[config.mk]
export PLATFORM = sky130hd
export DESIGN_NAME = ad9866_emu_flat
export DESIGN_NICKNAME = d
export VERILOG_FILES = /design/src/rtl/ad9866_emu_if.sv /design/src/rtl/ad9866_emu.sv /design/src/flat_wrapper.sv
export SDC_FILE = /design/constraint.sdc
export NUM_CORES = 1
export LEC_CHECK = 0
export ABC_CLOCK_PERIOD_IN_PS = 1800
export CORE_ASPECT_RATIO = 0.75
export CORE_MARGIN = 3
export CORE_UTILIZATION = 46
export DETAILED_ROUTE_END_ITERATION = 12
export GPL_TIMING_DRIVEN = 0
export PLACE_DENSITY = 0.82
export SYNTH_ARGS = -nofsm -noshare
export SYNTH_HDL_FRONTEND = slang
export SYNTH_SLANG_ARGS = --single-unit
[constraint.sdc]
create_clock -name clk -period 1.8 [get_ports clk]
set_input_delay 0.18 -clock clk [delete_from_list [all_inputs] [get_ports clk]]
set_output_delay 0.18 -clock clk [all_outputs]
set_load 0.03 [all_outputs]
[src/rtl/ad9866_emu_if.sv]
// AD9866 6-bit nibble bus between FPGA driver (master) and codec (slave).
// Carries the TX nibble/sync/quiet/PGA pins and the RX nibble/sync pins.
interface ad9866_emu_if;
  logic [5:0] ad9866_tx;
  logic       ad9866_txsync;
  logic       ad9866_txquiet_n;
  logic       ad9866_pga5;
  logic [5:0] ad9866_rx;
  logic       ad9866_rxsync;

  modport master (
    output ad9866_tx,
    output ad9866_txsync,
    output ad9866_txquiet_n,
    output ad9866_pga5,
    input  ad9866_rx,
    input  ad9866_rxsync
  );

  modport slave (
    input  ad9866_tx,
    input  ad9866_txsync,
    input  ad9866_txquiet_n,
    input  ad9866_pga5,
    output ad9866_rx,
    output ad9866_rxsync
  );
endinterface

[src/rtl/ad9866_emu.sv]
// Codec-side AD9866 nibble interface emulator: TX reassembly, PGA escape,
// framing error count and free-running RX nibble framing.
module ad9866_emu #(
  parameter bit         LOOPBACK  = 1'b0,
  parameter logic [5:0] GAIN_INIT = 6'h1f
) (
  input  logic        clk,
  input  logic        rst_n,
  ad9866_emu_if.slave bus,
  input  logic [11:0] rx_word,
  output logic        rx_strobe,
  output logic [11:0] tx_word,
  output logic        tx_valid,
  output logic [5:0]  gain,
  output logic        gain_update,
  output logic [7:0]  frame_err
);

  logic [5:0]  msb_hold;
  logic        msb_ok;
  logic [5:0]  rx_lsb;
  logic [5:0]  rx_q;
  logic        rxsync_q;
  logic        rxph;
  logic [11:0] rx_src;
  logic        tx_done;
  logic        tx_err;
  logic        sync;
  logic        quiet_n;
  logic        pga5;

  assign sync    = bus.ad9866_txsync;
  assign quiet_n = bus.ad9866_txquiet_n;
  assign pga5    = bus.ad9866_pga5;

  assign bus.ad9866_rx     = rx_q;
  assign bus.ad9866_rxsync = rxsync_q;

  always_comb begin
    rx_src  = LOOPBACK ? tx_word : rx_word;
    tx_done = sync & quiet_n & ~pga5 & msb_ok;
    tx_err  = sync & quiet_n & (~msb_ok | pga5);
  end

  // Quiet, PGA and sync cycles all leave no pending MSB behind.
  always_ff @(posedge clk or negedge rst_n) begin
    if (!rst_n) begin
      msb_hold    <= '0;
      msb_ok      <= 1'b0;
      tx_word     <= '0;
      tx_valid    <= 1'b0;
      gain        <= GAIN_INIT;
      gain_update <= 1'b0;
      frame_err   <= '0;
    end else begin
      if (!pga5 && !sync)
        msb_hold <= bus.ad9866_tx;
      msb_ok   <= quiet_n & ~pga5 & ~sync;
      tx_valid <= tx_done;
      if (tx_done)
        tx_word <= {msb_hold, bus.ad9866_tx};
      gain_update <= pga5;
      if (pga5)
        gain <= bus.ad9866_tx;
      if (tx_err && frame_err != 8'hff)
        frame_err <= frame_err + 8'd1;
    end
  end

  always_ff @(posedge clk or negedge rst_n) begin
    if (!rst_n) begin
      rxph      <= 1'b0;
      rx_lsb    <= '0;
      rx_q      <= '0;
      rxsync_q  <= 1'b0;
      rx_strobe <= 1'b0;
    end else begin
      rxph <= ~rxph;
      if (!rxph) begin
        rx_q      <= rx_src[11:6];
        rxsync_q  <= 1'b0;
        rx_lsb    <= rx_src[5:0];
        rx_strobe <= 1'b1;
      end else begin
        rx_q      <= rx_lsb;
        rxsync_q  <= 1'b1;
        rx_strobe <= 1'b0;
      end
    end
  end

endmodule
[src/flat_wrapper.sv]
// flat-port wrapper written by rule: the top's interface ports become plain ports
module ad9866_emu_flat 
#(
  parameter bit         LOOPBACK  = 1'b0,
  parameter logic [5:0] GAIN_INIT = 6'h1f
)
  (clk, rst_n, rx_word, rx_strobe, tx_word, tx_valid, gain, gain_update, frame_err, bus_ad9866_tx, bus_ad9866_txsync, bus_ad9866_txquiet_n, bus_ad9866_pga5, bus_ad9866_rx, bus_ad9866_rxsync);
  ad9866_emu_if bus_i ();
  input  logic clk;
  input  logic rst_n;
  input  logic [11:0] rx_word;
  output logic rx_strobe;
  output logic [11:0] tx_word;
  output logic tx_valid;
  output logic [5:0] gain;
  output logic gain_update;
  output logic [7:0] frame_err;
  input wire logic [$bits(bus_i.ad9866_tx)-1:0] bus_ad9866_tx;
  input wire logic [$bits(bus_i.ad9866_txsync)-1:0] bus_ad9866_txsync;
  input wire logic [$bits(bus_i.ad9866_txquiet_n)-1:0] bus_ad9866_txquiet_n;
  input wire logic [$bits(bus_i.ad9866_pga5)-1:0] bus_ad9866_pga5;
  output wire logic [$bits(bus_i.ad9866_rx)-1:0] bus_ad9866_rx;
  output wire logic [$bits(bus_i.ad9866_rxsync)-1:0] bus_ad9866_rxsync;
  assign bus_i.ad9866_tx = bus_ad9866_tx;
  assign bus_i.ad9866_txsync = bus_ad9866_txsync;
  assign bus_i.ad9866_txquiet_n = bus_ad9866_txquiet_n;
  assign bus_i.ad9866_pga5 = bus_ad9866_pga5;
  assign bus_ad9866_rx = bus_i.ad9866_rx;
  assign bus_ad9866_rxsync = bus_i.ad9866_rxsync;
  ad9866_emu #(.LOOPBACK(LOOPBACK), .GAIN_INIT(GAIN_INIT)) u_core (.clk(clk), .rst_n(rst_n), .bus(bus_i), .rx_word(rx_word), .rx_strobe(rx_strobe), .tx_word(tx_word), .tx_valid(tx_valid), .gain(gain), .gain_update(gain_update), .frame_err(frame_err));
endmodule
==> results.cfg <==
[floorplan]
io_pins = 59
die_x_um = 80.5
row_count = 19
dieArea_sq_um = 4980
die_h_um = 61.9
coreArea_sq_um = 3830
start_util = 0.500

[setup_path]
cp.required_ns = 1.62
cp_max_fo = 2
cp-start-kind = flop
end_kind = output port
arrival_ns = 1.50
crit_slowest_cell = clkdlybuf4s50_1
cp_top_family = buffers and inverters
r2r-start = u_core.frame_err[3]$_DFFE_PN0P_
cpPeakStageDelay_ns = 0.67
crit_type = reg2out
crit_start = u_core.gain[0]$_DFFE_PN1P_
cp_num_buf_inv = 1
crit_path_cell_trace = clkdlybuf4s50_1

[yosys]
yosysSeqAreaShare = 0.644
synthTopCellsByArea = dfrtp_1 (58%), mux2_2 (16%), dfstp_2 (6.9%), o21ai_0 (3.4%), inv_1 (2.7%)
yosysTopAreaCell = dfrtp_1
synth_common_cells = dfrtp_1 (44), mux2_2 (28), inv_1 (14)
synth_top_family_by_area = multiplexers
ys_ff_latch = 49
ys_async_sr_fraction = 1.00
synth_compound_area_frac = 0.0504
synth-xor-area-share = 0.0137
syn_area_per_cell_sq_um = 13.4
synth_edf_count = 0
syn_inst = 143
synth_top_area_share = 0.576
synthMuxAreaShare = 0.165
syn-cell-area_sq_um = 1910
synth_flop_cell = dfrtp_1
syn_nets = 167
synth_simple_gate_area_frac = 0.0804
synth-adder-area-share = 0.00654
yosysMostFrequentCell = dfrtp_1
ys_types = 25
yosys_warnings = 0

[clock_tree]
hold_buffers = 1
clk_pin_slew_ns = 0.08
cts-root-buf = clkbuf_8
cts_resized = 0
clock_path_buffers = 2
h-tree-depth = 2
cts_buffers = 5
cts.sinks = 49
clk_latency_ns = 0.30
post_cts_buffers = 0
cts_tree = built

[timing]
fmax_ghz = 0.594
finalCriticalPeriod_ns = 1.68
slew_violations = 0
grt_setup_unrepaired = no
min_period_over_period = 0.936
finalSetupViolCount = 0
fin_worst_skew_ns = 0.00941
final_hold_viol_count = 0
slew_headroom = 0.643
tightest_slew_ns = 0.534

[global_route]
grt_pass1_wl_um = 6430
grt_util_met1 = 0.217
grt_pass1_vias = 1406
antenna_found_initial = 0
grt_usage = 0.176
use_met2 = 0.289
grt_max_degree = 39
use_met3 = 0.0735
grt-ovfl-total = 0
grt_busiest_layer = met2

[drt]
wl_per_cell_um = 14.5
viasPerCell = 4.91
dr.pass1.iters = 4
via_count = 1291
ant_nets = 0
wirelength_um = 3810
drc = 0
drt_iter0_drc = 42

[place]
placed_area_sq_um = 2570
hpwl_um = 2910
dp_cells = 254
place_congestion = 0.778
portBuffers = 58

[run]
drv_cap = 0

[pwr]
power_switching_uw = 973
power_frac_seq = 0.478
power_density_nw_per_um2 = 1120
p_int_uw = 2000
clock_power_share = 0.204
peakVddDrop_mv = 0.620
p_sw_frac = 0.327
power_leakage_uw = 0.00121
pwr-share-comb = 0.318

[cells_and_area]
n_antenna_cell = 0
area_delta_synth_final_pct = 39.2
fin_nets = 234
fin_area_sq_um = 2660
final_cells = 263
fillers = 281
drive_above_1_share = 0.223

[min_path]
hold_path.class = in2async

[outcome]
status = finished clean
## final cells by class
type | count | area (sq um) | share of cell area
plain buffers | 4 | 23.8 | 0.00892
clock buffers | 8 | 80.1 | 0.0301
inverters | 14 | 52.6 | 0.0197
multi-input cells | 76 | 604 | 0.227
flip-flops and latches | 49 | 1230 | 0.463
well taps | 52 | 65.1 | 0.0244
repair buffers | 60 | 606 | 0.227
## registers in the layout, indices dropped and copies added, names as in the netlist, 6 cells and up
signal                count
u_core.tx_word           12
u_core.frame_err          8
u_core.bus.ad9866_rx      6
u_core.gain               6
u_core.msb_hold           6
u_core.rx_lsb             6
## metal layers
| metal | up-vias | part of all wire |
|---|---|---|
| met5 | - | 0 |
| met4 | 0 | 0.016 |
| met3 | 7 | 0.080 |
| met2 | 45 | 0.48 |
| met1 | 629 | 0.43 |
| li1 | 610 | - |
## cells in the final DEF, fill, tap and decap left out, drive strengths merged, types with 2 or more instances in the layout
cell,instances
a31oi,2
xor2,3
o21ai,13
dfstp,5
and3,3
buf,4
clkbuf,10
nor3,2
nand2,9
inv,14
mux2,28
nor2,3
dfrtp,44
clkdlybuf4s50,57
nand3,5
## path summary, 6_finish.rpt
| path | cells after the start | endpoint | slack (ns) |
|---|---|---|---|
| min in group clk | 1 | u_core.gain_update$_DFF_PN0_ | 0.38 |
| setup / recovery | 1 | gain[0] | 0.12 |
| setup reg to reg | 4 | u_core.frame_err[1]$_DFFE_PN0P_ | 0.22 |
| hold / removal | 2 | u_core.gain_update$_DFF_PN0_ | 0.29 |
| max in group asynchronous | 3 | u_core.gain[4]$_DFFE_PN1P_ | 0.97 |
| hold reg to reg | 0 | u_core.bus.ad9866_rxsync$_DFF_PN0_ | 0.41 |
## metrics by stage
step | setup TNS [ns] | setup slack, ns | power (uW) | hold slack [ns] | util
final | 0 | 0.115 | 2970 | 0.286 | 0.696
after floorplan | 0 | 0.183 | 1940 | -0.116 | -
after detailed placement | -0.491 | -0.0787 | 2390 | 0.0756 | 0.672
after global placement | -29.07 | -0.634 | 2350 | 0.392 | 0.669
after global routing | 0 | 0.0550 | 3140 | 0.302 | 0.696
after CTS | 0 | 0.0838 | 3010 | 0.282 | 0.696
## power groups by stage
stage | clock network (uW) | logic, uW | registers [uW]
after floorplan | 0 | 227 | 1720
after global routing | 674 | 1010 | 1450
after detailed placement | 0 | 951 | 1440
final | 605 | 944 | 1420
after CTS | 623 | 958 | 1420
after global placement | 0 | 924 | 1430
## cell families after synthesis
family / after synthesis
xor gates and xnor gates: 3
AOI/OAI and AO/OA: 17
DFF: 49
and+or+nand+nor: 27
buffers and inverters: 18
muxes: 28
adders and majority gates: 1
Note: power is estimated with default switching activity, not from simulation.
